$ cat config.mk
export PLATFORM = sky130hd
export DESIGN_NAME = inbuf_sched
export DESIGN_NICKNAME = d
export VERILOG_FILES = /design/src/rtl/systola_pkg.sv /design/src/rtl/sched_skew_gen.sv /design/src/rtl/inbuf_sched.sv
export SDC_FILE = /design/constraint.sdc
export NUM_CORES = 1
export LEC_CHECK = 0
export BUFFER_PORTS_ARGS = -buffer_cell sky130_fd_sc_hd__buf_2
export CAP_MARGIN = 40
export CELL_PAD_IN_SITES_DETAIL_PLACEMENT = 0
export CELL_PAD_IN_SITES_GLOBAL_PLACEMENT = 1
export CORE_UTILIZATION = 37
export CTS_BUF_LIST = sky130_fd_sc_hd__clkbuf_8
export DETAILED_ROUTE_END_ITERATION = 10
export GPL_TIMING_DRIVEN = 1
export PLACE_DENSITY_LB_ADDON = 0.1
export SLEW_MARGIN = 20
export SYNTH_ARGS = -nofsm -noshare
export SYNTH_HDL_FRONTEND = slang
export SYNTH_SLANG_ARGS = --single-unit
$ cat constraint.sdc
create_clock -name clk -period 1.9 [get_ports clk]
set_input_delay 0.19 -clock clk [delete_from_list [all_inputs] [get_ports clk]]
set_output_delay 0.19 -clock clk [all_outputs]
set_load 0.02 [all_outputs]
$ cat src/rtl/systola_pkg.sv
// systola_pkg: shared types and defaults for the systolic-array feed schedulers.
package systola_pkg;
    typedef enum logic [1:0] {IDLE, LOAD, DRAIN} sched_state_t;
    localparam int SYSTOLA_DW = 8;
endpackage

$ cat src/rtl/sched_skew_gen.sv
// sched_skew_gen: combinational skewed read window; row r is active for klen cycles starting at t==r.
module sched_skew_gen #(
    parameter int ROWS = 4,
    parameter int CW = 4,
    parameter int TW = 4
) (
    input  logic [TW-1:0]   t,
    input  logic [CW-1:0]   klen,
    input  logic            en,
    output logic [ROWS-1:0] read
);
    // Compare in 32-bit int space so r+klen can never wrap.
    always_comb begin
        read = '0;
        for (int i = 0; i < ROWS; i++)
            read[i] = en && (int'(t) >= i) && (int'(t) < i + int'(klen));
    end
endmodule

$ cat src/rtl/inbuf_sched.sv
// inbuf_sched: steers a row-major tile stream into the INBUF bank, then issues skewed per-row read strobes.
// Optional underrun checker (sticky err output) enabled by defining INBUF_SCHED_CHK_EN.
module inbuf_sched
    import systola_pkg::*;
#(
    parameter int ROWS = 4,
    parameter int DEPTH = 8,
    parameter int DW = SYSTOLA_DW,
    parameter int CW = $clog2(DEPTH + 1)
) (
    input  logic            clk,
    input  logic            rst,
    input  logic            start,
    input  logic [CW-1:0]   len,
    output logic            busy,
    output logic            done,
    input  logic            in_valid,
    output logic            in_ready,
    input  logic [DW-1:0]   in_data,
    output logic [ROWS-1:0] buf_write,
    output logic [DW-1:0]   buf_din,
    output logic [ROWS-1:0] buf_read,
    input  logic [ROWS-1:0] buf_empty
`ifdef INBUF_SCHED_CHK_EN
    ,
    output logic            err
`endif
);
    localparam int TW = $clog2(DEPTH + ROWS);
    localparam int RW = ROWS > 1 ? $clog2(ROWS) : 1;

    sched_state_t state, next_state;
    logic [CW-1:0] klen, col_cnt;
    logic [RW-1:0] row_cnt;
    logic [TW-1:0] t;
    logic hs, col_end, row_end, t_end, accept;

    assign accept  = state == IDLE && start && len != '0;
    assign hs      = state == LOAD && in_valid;
    assign col_end = col_cnt == klen - CW'(1);
    assign row_end = row_cnt == RW'(ROWS - 1);
    assign t_end   = t == TW'(klen) + TW'(ROWS - 2);

    always_ff @(posedge clk or posedge rst) begin
        if (rst) state <= IDLE;
        else     state <= next_state;
    end

    always_comb begin
        next_state = state;
        if (accept) next_state = LOAD;
        else if (hs && col_end && row_end) next_state = DRAIN;
        else if (state == DRAIN && t_end) next_state = IDLE;
    end

    always_comb begin
        busy      = state != IDLE;
        in_ready  = state == LOAD;
        buf_write = hs ? ROWS'(1) << row_cnt : '0;
        buf_din   = in_data;
    end

    always_ff @(posedge clk or posedge rst) begin
        if (rst) begin
            klen    <= '0;
            col_cnt <= '0;
            row_cnt <= '0;
            t       <= '0;
            done    <= 1'b0;
        end else begin
            done <= state == DRAIN && t_end;
            t    <= state == DRAIN ? t + TW'(1) : '0;
            if (accept) begin
                klen    <= len > CW'(DEPTH) ? CW'(DEPTH) : len;
                col_cnt <= '0;
                row_cnt <= '0;
            end else if (hs) begin
                col_cnt <= col_end ? '0 : col_cnt + CW'(1);
                row_cnt <= col_end ? row_cnt + RW'(1) : row_cnt;
            end
        end
    end

    sched_skew_gen #(.ROWS(ROWS), .CW(CW), .TW(TW)) skew (
        .t    (t),
        .klen (klen),
        .en   (state == DRAIN),
        .read (buf_read)
    );

`ifdef INBUF_SCHED_CHK_EN
    // Sticky until reset; read strobes only exist in DRAIN.
    always_ff @(posedge clk or posedge rst) begin
        if (rst)                          err <= 1'b0;
        else if (|(buf_read & buf_empty)) err <= 1'b1;
    end
`else
    logic unused_empty;
    assign unused_empty = ^buf_empty;
`endif
endmodule
# == Word level (Yosys, flattened, before mapping) ==
# Index checks and enable logic that the tools add are counted.
# op_classes
shifts,1
n_bitwise,0
mux,12
reduce_logical,20
n_div,0
n_eq_ne,5
multipliers,0
addsub,8
magnitude_cmp,8
# ops
operator,count
$lt A5 B32 Y1,3
$mux W4,6
$logic_and A1 B1 Y1,13
$mux W2,6
$add A2 B4 Y5 const A,2
$add A4 B1 Y4 const B,2
$eq A4 B4 Y1,2
$ge A4 B2 Y1 const B,2
$reduce_bool A2 Y1,3
$add A1 B4 Y5 const A,1
$add A4 B2 Y4 const B,1
$eq A2 B2 Y1 const B,2
$ge A4 B1 Y1 const B,1
$gt A4 B4 Y1 const B,1
$lt A4 B4 Y1,1
$reduce_bool A4 Y1,1
$shl A1 B2 Y4 const A,1
$sub A4 B1 Y4 const B,1
$reduce_bool A3 Y1,1
$add A2 B1 Y2 const B,1
$eq A2 B1 Y1 const B,1
$logic_not A2 Y1,1
$reduce_and A2 Y1,1
# word_totals
regBits,17
mem_bits_ro,0
ramBits,0
out_inout_bits,19
memories,0
latchBits,0

# == Logic depth before layout (Yosys ltp) ==
# depth
word_depth,6
depth_mapped,9
ltp_nobuf,8

# == By module ==
# A second synthesis with hierarchy kept.
# hier_totals
cells_unflattened,163
area_unflattened_um2,1555.2
# by_module_without_submodules
module,area_per_inst_um2,cells_per_inst,instances,seq_area_each_um2
inbuf_sched,1111.1,107,1,425.4
sched_skew_gen,444.2,56,1,0.0

# == Worst setup path after synthesis ==
# No wires, ideal clock.
# synth_timing
kind,reg-to-output
from,register klen[0]
to,output port buf_read[3]
setup_slack_ns,-0.493
path_buffers,0
arrival_ns,2.203
path_stages_with_launch,9
cell_sequence,dfrtp_1 > inv_1 > ha_1 > ha_1 > nor2b_1 > o21a_1 > o21a_1 > o32ai_1 > nor3b_1
# synth_via
elab_chain_cells,3
# synth_lines
element,line_no,rtl
start: declaration,inbuf_sched.sv:33,"logic [CW-1:0] klen, col_cnt;"
start signal: assignment,inbuf_sched.sv:74,klen <= len > CW'(DEPTH) ? CW'(DEPTH) : len;
$add A2 B4 Y5,sched_skew_gen.sv:16,read[i] = en && (int'(t) >= i) && (int'(t) < i + int'(klen));
$lt A5 B32 Y1,sched_skew_gen.sv:16,
$logic_and A1 B1 Y1,sched_skew_gen.sv:16,
end: declaration,inbuf_sched.sv:22,"output logic [ROWS-1:0] buf_read,"
# No other way between the ends.

# == Worst setup path in the final report ==
# layout_timing
from,register klen[1]
to,output port buf_read[3]
# The elaborated chain is that of the path after synthesis.

==> summary.txt <==
Outcome
  – Status: complete, but fails checks
  – Failing checks: setup timing

Drt
  – Metal2 WL: 1.43 mm
  – Met1 wire length: 1.72 mm
  – DRC viols: 0
  – Final WL: 3.28 mm
  – Met3 wire len: 91 um
  – 1st-iter DRT viols: 27
  – Top Metal Used: met4
  – DR WL/cell: 13.4 um
  – Vias/cell: 4.76
  – Initial DRT Pass Iterations: 4
  – Vias after detailed routing: 1166
  – Remaining antenna violation count: 0

Flow run
  – Max cap viols: 0

Power
  – P_leak: 0.953 nW
  – Flop pwr share: 22.5%
  – NetSw: 1.08 mW
  – Worst vdd ir: 0.424 mV
  – Sw Share: 41.9%
  – Clk network pwr share: 10.6%
  – Logic gate share of total power: 66.9%
  – PwrDens: 1290 nW/um^2
  – Internal power: 1.50 mW

Yosys
  – Synth Register Bits: 17
  – XOR/XNOR Fraction of Synth Area: 9.51%
  – Seq/Total Area, Yosys: 28.1%
  – Distinct cells, synth: 40
  – Largest family of logic cells by synthesized area: adder cells
  – Post-Syn Nets: 207
  – Synth Instances: 158
  – YS warnings: 0
  – Post-synthesis mux area share: 0.662%
  – Mean Syn Cell Area: 9.57 um^2
  – Post-synthesis adder-cell area fraction: 24.0%
  – Synth Area in Simple Gates: 20.0%
  – Post-Syn Area: 1510 um^2
  – Synth Area in Compound Gates: 9.18%

Floorplan
  – Die area: 4350 um^2
  – Initial Util: 39.8%
  – Die width: 65.9 um
  – Core area: 3800 um^2
  – Num rows: 22
  – Die Ht: 65.9 um
  – Ports: 39

Critical path
  – Reg2Reg Setup Slack: -40 ps
  – Worst setup path category: register to output pin
  – Critical Path AT: 2130 ps
  – Max FO, Critical Path: 4
  – Data required, critical path: 1710 ps
  – RR Endpoint: state[1]
  – R2r startpoint: klen[1]
  – Startpoint Class: register
  – Worst r2r path cells: 10
  – Worst Setup End Kind: output pin

STA
  – Tmin final: 2320 ps
  – Slew HR: 53.9%
  – Actual slew at the worst max-slew pin: 691 ps
  – Final worst slack: -420 ps
  – Fmax achieved: 431 MHz
  – Final TNS setup: -1460 ps
  – Worst Skew: 2.57 ps
  – Hold WS: 32.8 ps
  – Final slew viol count: 0
  – Endpoints failing hold: 0
  – RSZ-0062 raised after global routing: yes
  – Part of the cycle the worst path needs: 122%
  – Setup-failing EPs final: 5

Clock tree
  – CTS Hold Bufs: 0
  – CTS tree: yes
  – CTS max path bufs: 2
  – CTS buffer count: 3
  – Clock transition at path regs: 70 ps
  – Root Driver: clkbuf_8
  – H-tree depth: 1
  – CTS Sinks: 17
  – Later-pin clock latency in the skew report: 250 ps

Worst hold path
  – Hold crit path type: input port to async pin

Finish
  – # fillers: 355
  – Layout cells sized above 1: 39.6%
  – Nets@finish: 247
  – Multi-input logic area: 1090 um^2
  – Ant. Diodes: 0
  – Area Growth Syn to Fin: 31.5%
  – Sequential cell area: 428 um^2

Placement
  – Routability cong.: 0.756
  – PortBufs: 18
  – HPWL Detailed: 2.50 mm

Global routing
  – Initial antenna violation count: 0
  – First-pass GRT wire length: 5.64 mm
  – GRT Total Usage: 17.6%
  – Pin count of the biggest net entering global routing: 18
  – Total overflow reported by the global router: 0
  – Number of global-route vias before repair: 1182
[synth_stat cells, drive strengths merged]
cell type  count  area, um^2
a21boi         1        7.51
xor2           5        43.8
or2            2        12.5
o22ai          1        6.26
nor4b          1        8.76
o21ai         10        50.1
nand3          5        30.0
nand3b         3        22.5
xnor2          8        77.6
nor4           4        25.0
nor3b          2        20.0
xnor3          1        22.5
mux2i          1        10.0
inv           14        52.6
and2           1        6.26
a32oi          1        8.76
and3           4        25.0
a21oi          1        5.00
nand2          7        26.3
nor3           4        31.3
ha            29         363
nand2b         4        32.5
buf           10        72.6
nor2b          2        12.5
and2b          1        7.51
o21a           5        37.5
dfrtp         17         425
o32ai          1        8.76
clkbuf         1        3.75
a211oi         2        15.0
nor2           9        36.3
nand4          1        6.26
[repair_timing]
item / in CTS / in global routing
pin swaps: 5 / 3
gates cloned: 0 / 0
buffers inserted: 4 / 3
gates resized for setup: 16 / 5
endpoints found under the setup margin: 5 / 10
[final cells by class]
class	instances	area share, %
multi-input cells	116	54.7
flip-flops and latches	17	21.5
repair buffers	46	15.8
well taps	48	3.02
inverters	14	2.64
clock buffers	3	2.08
clock inverters	1	0.252
[critical path, cell delays in order, from the launching register on]
cell	delay (ps)
dfrtp_1	390
inv_2	110
ha_4	220
ha_4	210
nor2b_1	130
o21a_1	160
o21a_1	180
o32ai_2	110
nor3b_4	240
buf_6	140
[kinds of logic (layout without fill, tap and decap cells)]
logic type,count (synthesis),in the layout
buffers and inverters,25,64
adders and majority gates,29,29
muxes,1,1
and+or+nand+nor,50,50
xor gates and xnor gates,14,14
AOI/OAI and AO/OA,22,22
DFF,17,17
[placed cells by master, fill, tap and decap left out, types with 4 or more instances in the layout]
master,n
inv_1,11
ha_4,5
and3_1,4
o21a_1,5
nand2_1,7
nor4_1,4
buf_2,15
xor2_1,4
nor2_1,7
ha_1,23
dfrtp_1,15
buf_4,29
xnor2_1,6
o21ai_0,7
nand3_1,4
[sequential cells by signal (all words and copies together) (netlist names)]
name and cells:
row_cnt 2, klen 4, t 4, state 2
done 1, col_cnt 4
[worst max path at each step]
stage	endpoint	cells after the start	start
floorplan	buf_read[3]	8	klen[1]
global placement	buf_read[1]	9	klen[1]
detailed placement	buf_read[3]	9	klen[0]
CTS	buf_read[3]	9	klen[0]
global route	buf_read[3]	9	klen[1]
finish	buf_read[3]	9	klen[1]
[metal layers]
layer | vias up | global-route usage, %
met3 | 8 | 2.59
met4 | 0 | 5.05
met5 | - | 0
met2 | 17 | 27.8
met1 | 536 | 24.7
li1 | 605 | -
[metrics by stage]
| step | utilization, % | cell area [um^2] | worst slack, ps | power [mW] | instances |
|---|---|---|---|---|---|
| after CTS | 51.3 | 1950 | -410 | 2.51 | 242 |
| final | 52.4 | 1990 | -420 | 2.58 | 245 |
| after global placement | 47.4 | 1800 | -142 | 2.03 | 234 |
| after detailed placement | 47.4 | 1800 | -192 | 2.06 | 234 |
| after floorplan | - | 1570 | -91.0 | 1.60 | 158 |
| after global routing | 52.4 | 1990 | -512 | 2.85 | 245 |
[power groups by stage]
stage / Combinational, mW / Sequential, mW / Clock (mW)
final: 1.72 / 0.580 / 0.272
after floorplan: 1.02 / 0.579 / 0
after global routing: 1.94 / 0.605 / 0.303
after global placement: 1.46 / 0.576 / 0
after detailed placement: 1.48 / 0.581 / 0
after CTS: 1.65 / 0.577 / 0.284
(Power assumes the default switching activity.)
